**src/rtl/ram_bus_pkg.sv**
```systemverilog
// Shared types and helpers for the single-port, word-addressed RAM bus.
//
// Contents:
//   ram_req_t         one bus access: word address, write data, byte write mask
//   RAM_READ_LATENCY  cycles from read issue to read data on bus_data_r
//   OWNER_M0/M1       master encoding used for ownership/last-grant registers
//   is_read()         a zero byte mask means a read
package ram_bus_pkg;

  typedef struct packed {
    logic [29:0] addr;
    logic [31:0] data_w;
    logic [3:0]  mask_w;
  } ram_req_t;

  localparam int unsigned RAM_READ_LATENCY = 1;

  // Master indices; also the state encoding of the last-owner register.
  localparam logic OWNER_M0 = 1'b0;
  localparam logic OWNER_M1 = 1'b1;

  function automatic logic is_read(logic [3:0] mask);
    return ~|mask;
  endfunction

endpackage

```
**src/rtl/ram_arbiter_if.sv**
```systemverilog
// One master's request/response channel into the RAM arbiter.
//
// Signals:
//   req     master requests an access; addr/data_w/mask_w held until gnt
//   addr    word address
//   data_w  write data
//   mask_w  byte write enables, 0 = read
//   gnt     access issued this cycle
//   rvalid  data_r carries this master's read data
//   data_r  read data (shared, qualified by rvalid)
//
// Modports: master (the requester), slave (the arbiter side).
interface ram_arbiter_if;

  logic        req;
  logic [29:0] addr;
  logic [31:0] data_w;
  logic [3:0]  mask_w;
  logic        gnt;
  logic        rvalid;
  logic [31:0] data_r;

  modport master (
    output req, addr, data_w, mask_w,
    input  gnt, rvalid, data_r
  );

  modport slave (
    input  req, addr, data_w, mask_w,
    output gnt, rvalid, data_r
  );

endinterface

```
**src/rtl/arb2_sel.sv**
```systemverilog
// Two-way grant selector with a burst limiter.
//
// Ports:
//   clock      system clock
//   reset      synchronous, active-high; forces gnt low
//   req[1:0]   per-master request
//   gnt[1:0]   per-master grant, combinational, at most one bit set
//
// Parameter MAX_BURST (1..15): consecutive contested grants one master may
// take before the waiting peer is served.
//
// Build option RAM_ARB_RR_EN: when defined, contested cycles alternate
// strictly (the master that was not granted last wins) and the burst counter
// is held at zero. Undefined: m0 has fixed priority, limited by MAX_BURST.
module arb2_sel
  import ram_bus_pkg::*;
#(
  parameter int unsigned MAX_BURST = 4
) (
  input  logic       clock,
  input  logic       reset,
  input  logic [1:0] req,
  output logic [1:0] gnt
);

  localparam logic [3:0] MaxBurst = 4'(MAX_BURST);

  logic       last_q, last_d;
  logic [3:0] cnt_q, cnt_d;
  logic       both;
  logic       any;
  logic       winner;

  always_comb begin
    both   = req[0] & req[1];
    any    = req[0] | req[1];
    winner = req[0] ? OWNER_M0 : OWNER_M1;
    if (both) begin
`ifdef RAM_ARB_RR_EN
      winner = ~last_q;
`else
      // A saturated counter means the last owner used up its burst.
      winner = (cnt_q == MaxBurst) ? ~last_q : OWNER_M0;
`endif
    end
  end

  assign gnt = (any && !reset) ? ((winner == OWNER_M1) ? 2'b10 : 2'b01) : 2'b00;

  always_comb begin
    last_d = last_q;
    cnt_d  = cnt_q;
    if (|gnt) begin
      last_d = winner;
`ifdef RAM_ARB_RR_EN
      cnt_d = 4'd0;
`else
      // Only contested repeat grants extend a burst; anything else restarts it.
      if (both && (winner == last_q)) begin
        cnt_d = (cnt_q >= MaxBurst) ? MaxBurst : cnt_q + 4'd1;
      end else begin
        cnt_d = 4'd1;
      end
`endif
    end
  end

  always_ff @(posedge clock) begin
    if (reset) begin
      last_q <= OWNER_M1;
      cnt_q  <= 4'd0;
    end else begin
      last_q <= last_d;
      cnt_q  <= cnt_d;
    end
  end

endmodule

```
**src/rtl/ram_arbiter.sv**
```systemverilog
// Two-master arbiter sharing one single-port word-addressed RAM bus.
// Typical use: instruction fetch on m0, load/store on m1.
//
// Ports:
//   clock, reset        system clock; synchronous active-high reset
//   m0, m1              master channels (ram_arbiter_if.slave)
//   bus_addr/_data_w/_mask_w  access issued to the RAM this cycle
//   bus_data_r          RAM read data, valid one cycle after a read issue
//
// At most one access is issued per cycle. The granted master's fields drive
// the bus in the grant cycle; idle cycles present an all-zero read whose data
// is ignored. Read ownership is registered so the one-cycle-latency data can
// be flagged to the right master.
//
// Build option RAM_ARB_RR_EN selects round-robin arbitration (see arb2_sel).
module ram_arbiter
  import ram_bus_pkg::*;
#(
  parameter int unsigned MAX_BURST = 4
) (
  input  logic          clock,
  input  logic          reset,
  ram_arbiter_if.slave  m0,
  ram_arbiter_if.slave  m1,
  output logic [29:0]   bus_addr,
  output logic [31:0]   bus_data_w,
  output logic [3:0]    bus_mask_w,
  input  logic [31:0]   bus_data_r
);

  logic [1:0] req;
  logic [1:0] gnt;
  ram_req_t   m0_fields;
  ram_req_t   m1_fields;
  ram_req_t   bus_req;

  logic resp_valid_q, resp_valid_d;
  logic resp_owner_q, resp_owner_d;

  assign req = {m1.req, m0.req};

  arb2_sel #(
    .MAX_BURST (MAX_BURST)
  ) u_sel (
    .clock (clock),
    .reset (reset),
    .req   (req),
    .gnt   (gnt)
  );

  assign m0.gnt = gnt[0];
  assign m1.gnt = gnt[1];

  assign m0_fields = {m0.addr, m0.data_w, m0.mask_w};
  assign m1_fields = {m1.addr, m1.data_w, m1.mask_w};

  always_comb begin
    bus_req = '0;
    unique case (gnt)
      2'b01:   bus_req = m0_fields;
      2'b10:   bus_req = m1_fields;
      default: bus_req = '0;
    endcase
  end

  assign bus_addr   = bus_req.addr;
  assign bus_data_w = bus_req.data_w;
  assign bus_mask_w = bus_req.mask_w;

  // Writes complete at grant; only granted reads expect data next cycle.
  always_comb begin
    resp_valid_d = (|gnt) & is_read(bus_req.mask_w);
    resp_owner_d = (|gnt) ? gnt[1] : resp_owner_q;
  end

  always_ff @(posedge clock) begin
    if (reset) begin
      resp_valid_q <= 1'b0;
      resp_owner_q <= OWNER_M0;
    end else begin
      resp_valid_q <= resp_valid_d;
      resp_owner_q <= resp_owner_d;
    end
  end

  // Reset in the response cycle drops the read; the master re-requests.
  assign m0.rvalid = resp_valid_q & ~reset & (resp_owner_q == OWNER_M0);
  assign m1.rvalid = resp_valid_q & ~reset & (resp_owner_q == OWNER_M1);

  // Read data is shared and unqualified; rvalid says whose it is.
  assign m0.data_r = bus_data_r;
  assign m1.data_r = bus_data_r;

endmodule

```
**src/flat_wrapper.sv**
```systemverilog
// flat-port wrapper written by rule: the top's interface ports become plain ports
module ram_arbiter_flat import ram_bus_pkg::*;
#(
  parameter int unsigned MAX_BURST = 4
)
  (clock, reset, bus_addr, bus_data_w, bus_mask_w, bus_data_r, m0_req, m0_addr, m0_data_w, m0_mask_w, m0_gnt, m0_rvalid, m0_data_r, m1_req, m1_addr, m1_data_w, m1_mask_w, m1_gnt, m1_rvalid, m1_data_r);
  ram_arbiter_if m0_i ();
  ram_arbiter_if m1_i ();
  input  logic clock;
  input  logic reset;
  output logic [29:0] bus_addr;
  output logic [31:0] bus_data_w;
  output logic [3:0] bus_mask_w;
  input  logic [31:0] bus_data_r;
  input wire logic [$bits(m0_i.req)-1:0] m0_req;
  input wire logic [$bits(m0_i.addr)-1:0] m0_addr;
  input wire logic [$bits(m0_i.data_w)-1:0] m0_data_w;
  input wire logic [$bits(m0_i.mask_w)-1:0] m0_mask_w;
  output wire logic [$bits(m0_i.gnt)-1:0] m0_gnt;
  output wire logic [$bits(m0_i.rvalid)-1:0] m0_rvalid;
  output wire logic [$bits(m0_i.data_r)-1:0] m0_data_r;
  input wire logic [$bits(m1_i.req)-1:0] m1_req;
  input wire logic [$bits(m1_i.addr)-1:0] m1_addr;
  input wire logic [$bits(m1_i.data_w)-1:0] m1_data_w;
  input wire logic [$bits(m1_i.mask_w)-1:0] m1_mask_w;
  output wire logic [$bits(m1_i.gnt)-1:0] m1_gnt;
  output wire logic [$bits(m1_i.rvalid)-1:0] m1_rvalid;
  output wire logic [$bits(m1_i.data_r)-1:0] m1_data_r;
  assign m0_i.req = m0_req;
  assign m0_i.addr = m0_addr;
  assign m0_i.data_w = m0_data_w;
  assign m0_i.mask_w = m0_mask_w;
  assign m0_gnt = m0_i.gnt;
  assign m0_rvalid = m0_i.rvalid;
  assign m0_data_r = m0_i.data_r;
  assign m1_i.req = m1_req;
  assign m1_i.addr = m1_addr;
  assign m1_i.data_w = m1_data_w;
  assign m1_i.mask_w = m1_mask_w;
  assign m1_gnt = m1_i.gnt;
  assign m1_rvalid = m1_i.rvalid;
  assign m1_data_r = m1_i.data_r;
  ram_arbiter #(.MAX_BURST(MAX_BURST)) u_core (.clock(clock), .reset(reset), .m0(m0_i), .m1(m1_i), .bus_addr(bus_addr), .bus_data_w(bus_data_w), .bus_mask_w(bus_mask_w), .bus_data_r(bus_data_r));
endmodule
```
**config.mk**
```make
export PLATFORM = sky130hd
export DESIGN_NAME = ram_arbiter_flat
export DESIGN_NICKNAME = d
export VERILOG_FILES = /design/src/rtl/ram_bus_pkg.sv /design/src/rtl/ram_arbiter_if.sv /design/src/rtl/arb2_sel.sv /design/src/rtl/ram_arbiter.sv /design/src/flat_wrapper.sv
export SDC_FILE = /design/constraint.sdc
export NUM_CORES = 1
export LEC_CHECK = 0
export CORE_AREA = 2 2 118 120
export DETAILED_ROUTE_END_ITERATION = 10
export DIE_AREA = 0 0 120 122
export SYNTH_ARGS = -nofsm -noshare
export SYNTH_HDL_FRONTEND = slang
export SYNTH_SLANG_ARGS = --single-unit
export TNS_END_PERCENT = 50
```
**constraint.sdc**
```tcl
create_clock -name clock -period 2.1 [get_ports clock]
set_input_delay 0.42 -clock clock [delete_from_list [all_inputs] [get_ports clock]]
set_output_delay 0.42 -clock clock [all_outputs]
set_load 0.05 [all_outputs]
```
==> results.md <==
* Status: complete, but fails checks
* Failing checks: negative setup slack
* Hold Crit Start: u_core.u_sel.cnt_q[3]$_SDFFE_PP0P_
* Share of the synthesized area in the top cell type at 0.217
* Power Density at 291 nW/um^2
* Vias in the first global route at 3817
* Post-synth EDFFs at 0
* Synthesized instance count at 495
* Synth Warn # at 0
* ANT cells at 0
* Max_cap viols at 0
* Synth top area cells: a21oi_1 (22%), buf_4 (17%), nand2_1 (17%)
* DRT iter0 DRCs at 207
* Synth Cell Area at 3030 sq um
* Clk sinks at 7
* Num rows at 43
* Initial cell density of the core at 0.224
* CTS Buf Count at 3
* Drt pass-1 iters at 5
* CP Max Fanout at 9
* Endpoints failing setup at 67
* H-Tree Depth at 1
* CP Class: flop to primary output
* Max VDD drop at 0.142 mV
* Reg2reg start: u_core.u_sel.cnt_q[1]$_SDFFE_PP0P_
* GRT Overall Usage at 0.154
* TritonCTS clock tree: yes
* Nets at 789
* Multi-input gate area at 2310 sq um
* Largest net degree at the start of global routing at 61
* Pleak at 2.31 nW
* Vias per std cell at 4.82
* Initial antenna violation count at 0
* # fillers at 1366
* Critical Path Sink Type: primary output
* Vert. Die Dim at 122 um
* Syn_area_per_cell at 6.11 sq um
* Setup ws final at -0.132 ns
* Syn Nets at 665
* Core footprint at 13500 sq um
* FMAX at 448 MHz
* RSZ-0062 raised after global routing: yes
* Post-synth cell types at 34
* Number of synthesized register bits at 7
* Hold Path Depth at 1
* FF-to-FF End: u_core.resp_valid_q$_SDFF_PP0_
* Setup Skew at 0.00117 ns
* FFs w/ async S/R, synth at 0
* Worst slack, placed at -0.0126 ns
* Max Root-Sink Buffers at 2
* PortBufs at 205
* Final Hold Vio Count at 0
* Worst hold endpoint: u_core.u_sel.cnt_q[3]$_SDFFE_PP0P_
* Routed Antenna Nets at 0
* CP arrival at 1.81 ns
* Critical Path Start Type: flop
* R2r setup slk at 0.40 ns
* Worst skew pair latency at 0.23 ns
* Hold Crit Class: flop to flop
* Vias at 3843
* Avg WL per Cell at 15.9 um
* Sequential-to-total area share from yosys stat at 0.0463
* DR DRC count at 0
* GRT overflow at 0
* Max-slew headroom at 0.703
* Post-route setup TNS at -6.02 ns
* Most used DFF post-synth: dfxtp_1
* Final Slew Violations at 0
* Sequential standard cell area at 143 sq um
* DIE AREA at 14600 sq um
* Worst EP required at 1.68 ns
* P&R area growth vs syn at 81.6%
* Hold-fix buffers, CTS at 0
* Reg clk slew, reported paths at 0.04 ns
* Worst slew pin tran at 0.445 ns
* Die Span X at 120 um
* WL final at 12.7 mm
* Final Cycle Share at 1.06
* Detailed placement HPWL at 8.43 mm
* Min Clock Period, post-route at 2.23 ns
* Layout cells sized above 1 at 0.330
* CTS root buf: clkbuf_16
* Cell accounting for the most synthesized area: a21oi_1
* RePlAce Congestion at 0.789
* Reg2reg path depth at 8
* # IOs at 302
* First-pass GRT wire length at 18.6 mm
[flip-flops by register name, summed over array words and instances (netlist names)]
register and cells:
u_core.u_sel.cnt_q 4, u_core.resp_owner_q 1, u_core.resp_valid_q 1, u_core.u_sel.last_q 1
[logic make-up after synthesis]
kind of cell	Yosys count	share of synthesized area
compound gates	208	0.464
fa+ha+maj	2	0.00827
buf+inv	124	0.270
flops	7	0.0463
simple gates	154	0.212
[per-stage QoR]
stage	total power, mW	instance area (sq um)	cells	utilization	hold WS [ns]
2_1_floorplan	1.04	3040	495	-	0.468
3_3_place_gp	1.15	4610	777	0.341	0.481
3_5_place_dp	1.16	4610	777	0.341	0.495
4_1_cts	1.57	5260	793	0.389	0.537
5_1_grt	1.67	5490	798	0.407	0.577
6_report	1.60	5490	798	0.407	0.541
[cell usage in the layout (no fill, tap or decap), types with 2 or more instances in the layout]
master	instances
nand2_1	134
clkdlybuf4s50_1	132
a21oi_1	103
buf_6	57
o21ba_2	42
a21oi_2	27
buf_4	18
o21ba_1	16
buf_12	13
buf_8	11
o21ba_4	8
a21oi_4	5
clkbuf_16	5
buf_16	5
dfxtp_1	5
nor3_1	4
inv_1	2
inv_2	2
nor4_1	2
o211ai_1	2
or2_2	2
nor2_1	2
dfxtp_2	2
[worst max-delay path: stages, from the launching register on]
cell,delay [ns]
dfxtp_2,0.32
inv_2,0.06
ha_4,0.14
and4bb_4,0.30
buf_6,0.16
buf_12,0.14
a21oi_1,0.08
o21ba_2,0.23
buf_6,0.15
[how the worst max path moves through the flow]
stage	end	cells after the start	slack [ns]	startpoint
floorplan	m0_rvalid	2	-0.08	reset
global placement	bus_addr[20]	7	0.04	u_core.u_sel.cnt_q[0]$_SDFFE_PP0P_
detailed placement	bus_addr[20]	7	-0.01	u_core.u_sel.cnt_q[0]$_SDFFE_PP0P_
CTS	bus_addr[27]	8	-0.11	u_core.u_sel.cnt_q[1]$_SDFFE_PP0P_
global route	bus_addr[13]	8	-0.19	u_core.u_sel.cnt_q[1]$_SDFFE_PP0P_
finish	bus_addr[17]	8	-0.13	u_core.u_sel.cnt_q[1]$_SDFFE_PP0P_
[layer usage]
layer / vias up / track usage / share of wire / wire (um)
met5: - / 0 / 0 / 0
met4: 0 / 0.0596 / 0.036 / 452
met3: 40 / 0.0351 / 0.079 / 999
met2: 196 / 0.281 / 0.50 / 6330
met1: 1756 / 0.173 / 0.39 / 4920
li1: 1851 / - / - / -
[power breakdown]
group / internal [mW] / switching, mW
logic: 0.558 / 0.573
registers: 0.138 / 0.00338
clock network: 0.253 / 0.0724
[timing repair]
item | 4_1_cts | 5_1_grt
setup buffers | 7 | 2
gates resized for setup | 101 | 33
pin swaps | 38 | 29
endpoints found under the setup margin | 68 | 68
cloned | 5 | 3
[cells in the mapped netlist (all sizes together) (2+ instances only)]
cell      n
a211oi    2
a21oi   135
and4bb    2
buf      96
clkbuf   24
dfxtp     7
ha        2
inv       4
nand2   134
nor2      2
nor3      4
nor4      2
o211ai    2
o21ba    66
or2       2
[cell type report]
class / count / area share
Sequential cell: 7 / 0.0260
Inverter: 4 / 0.00273
Timing Repair Buffer: 239 / 0.495
Clock buffer: 4 / 0.0144
Multi-Input combinational cell: 364 / 0.421
Tap cell: 180 / 0.0410
(Power assumes the default switching activity.)
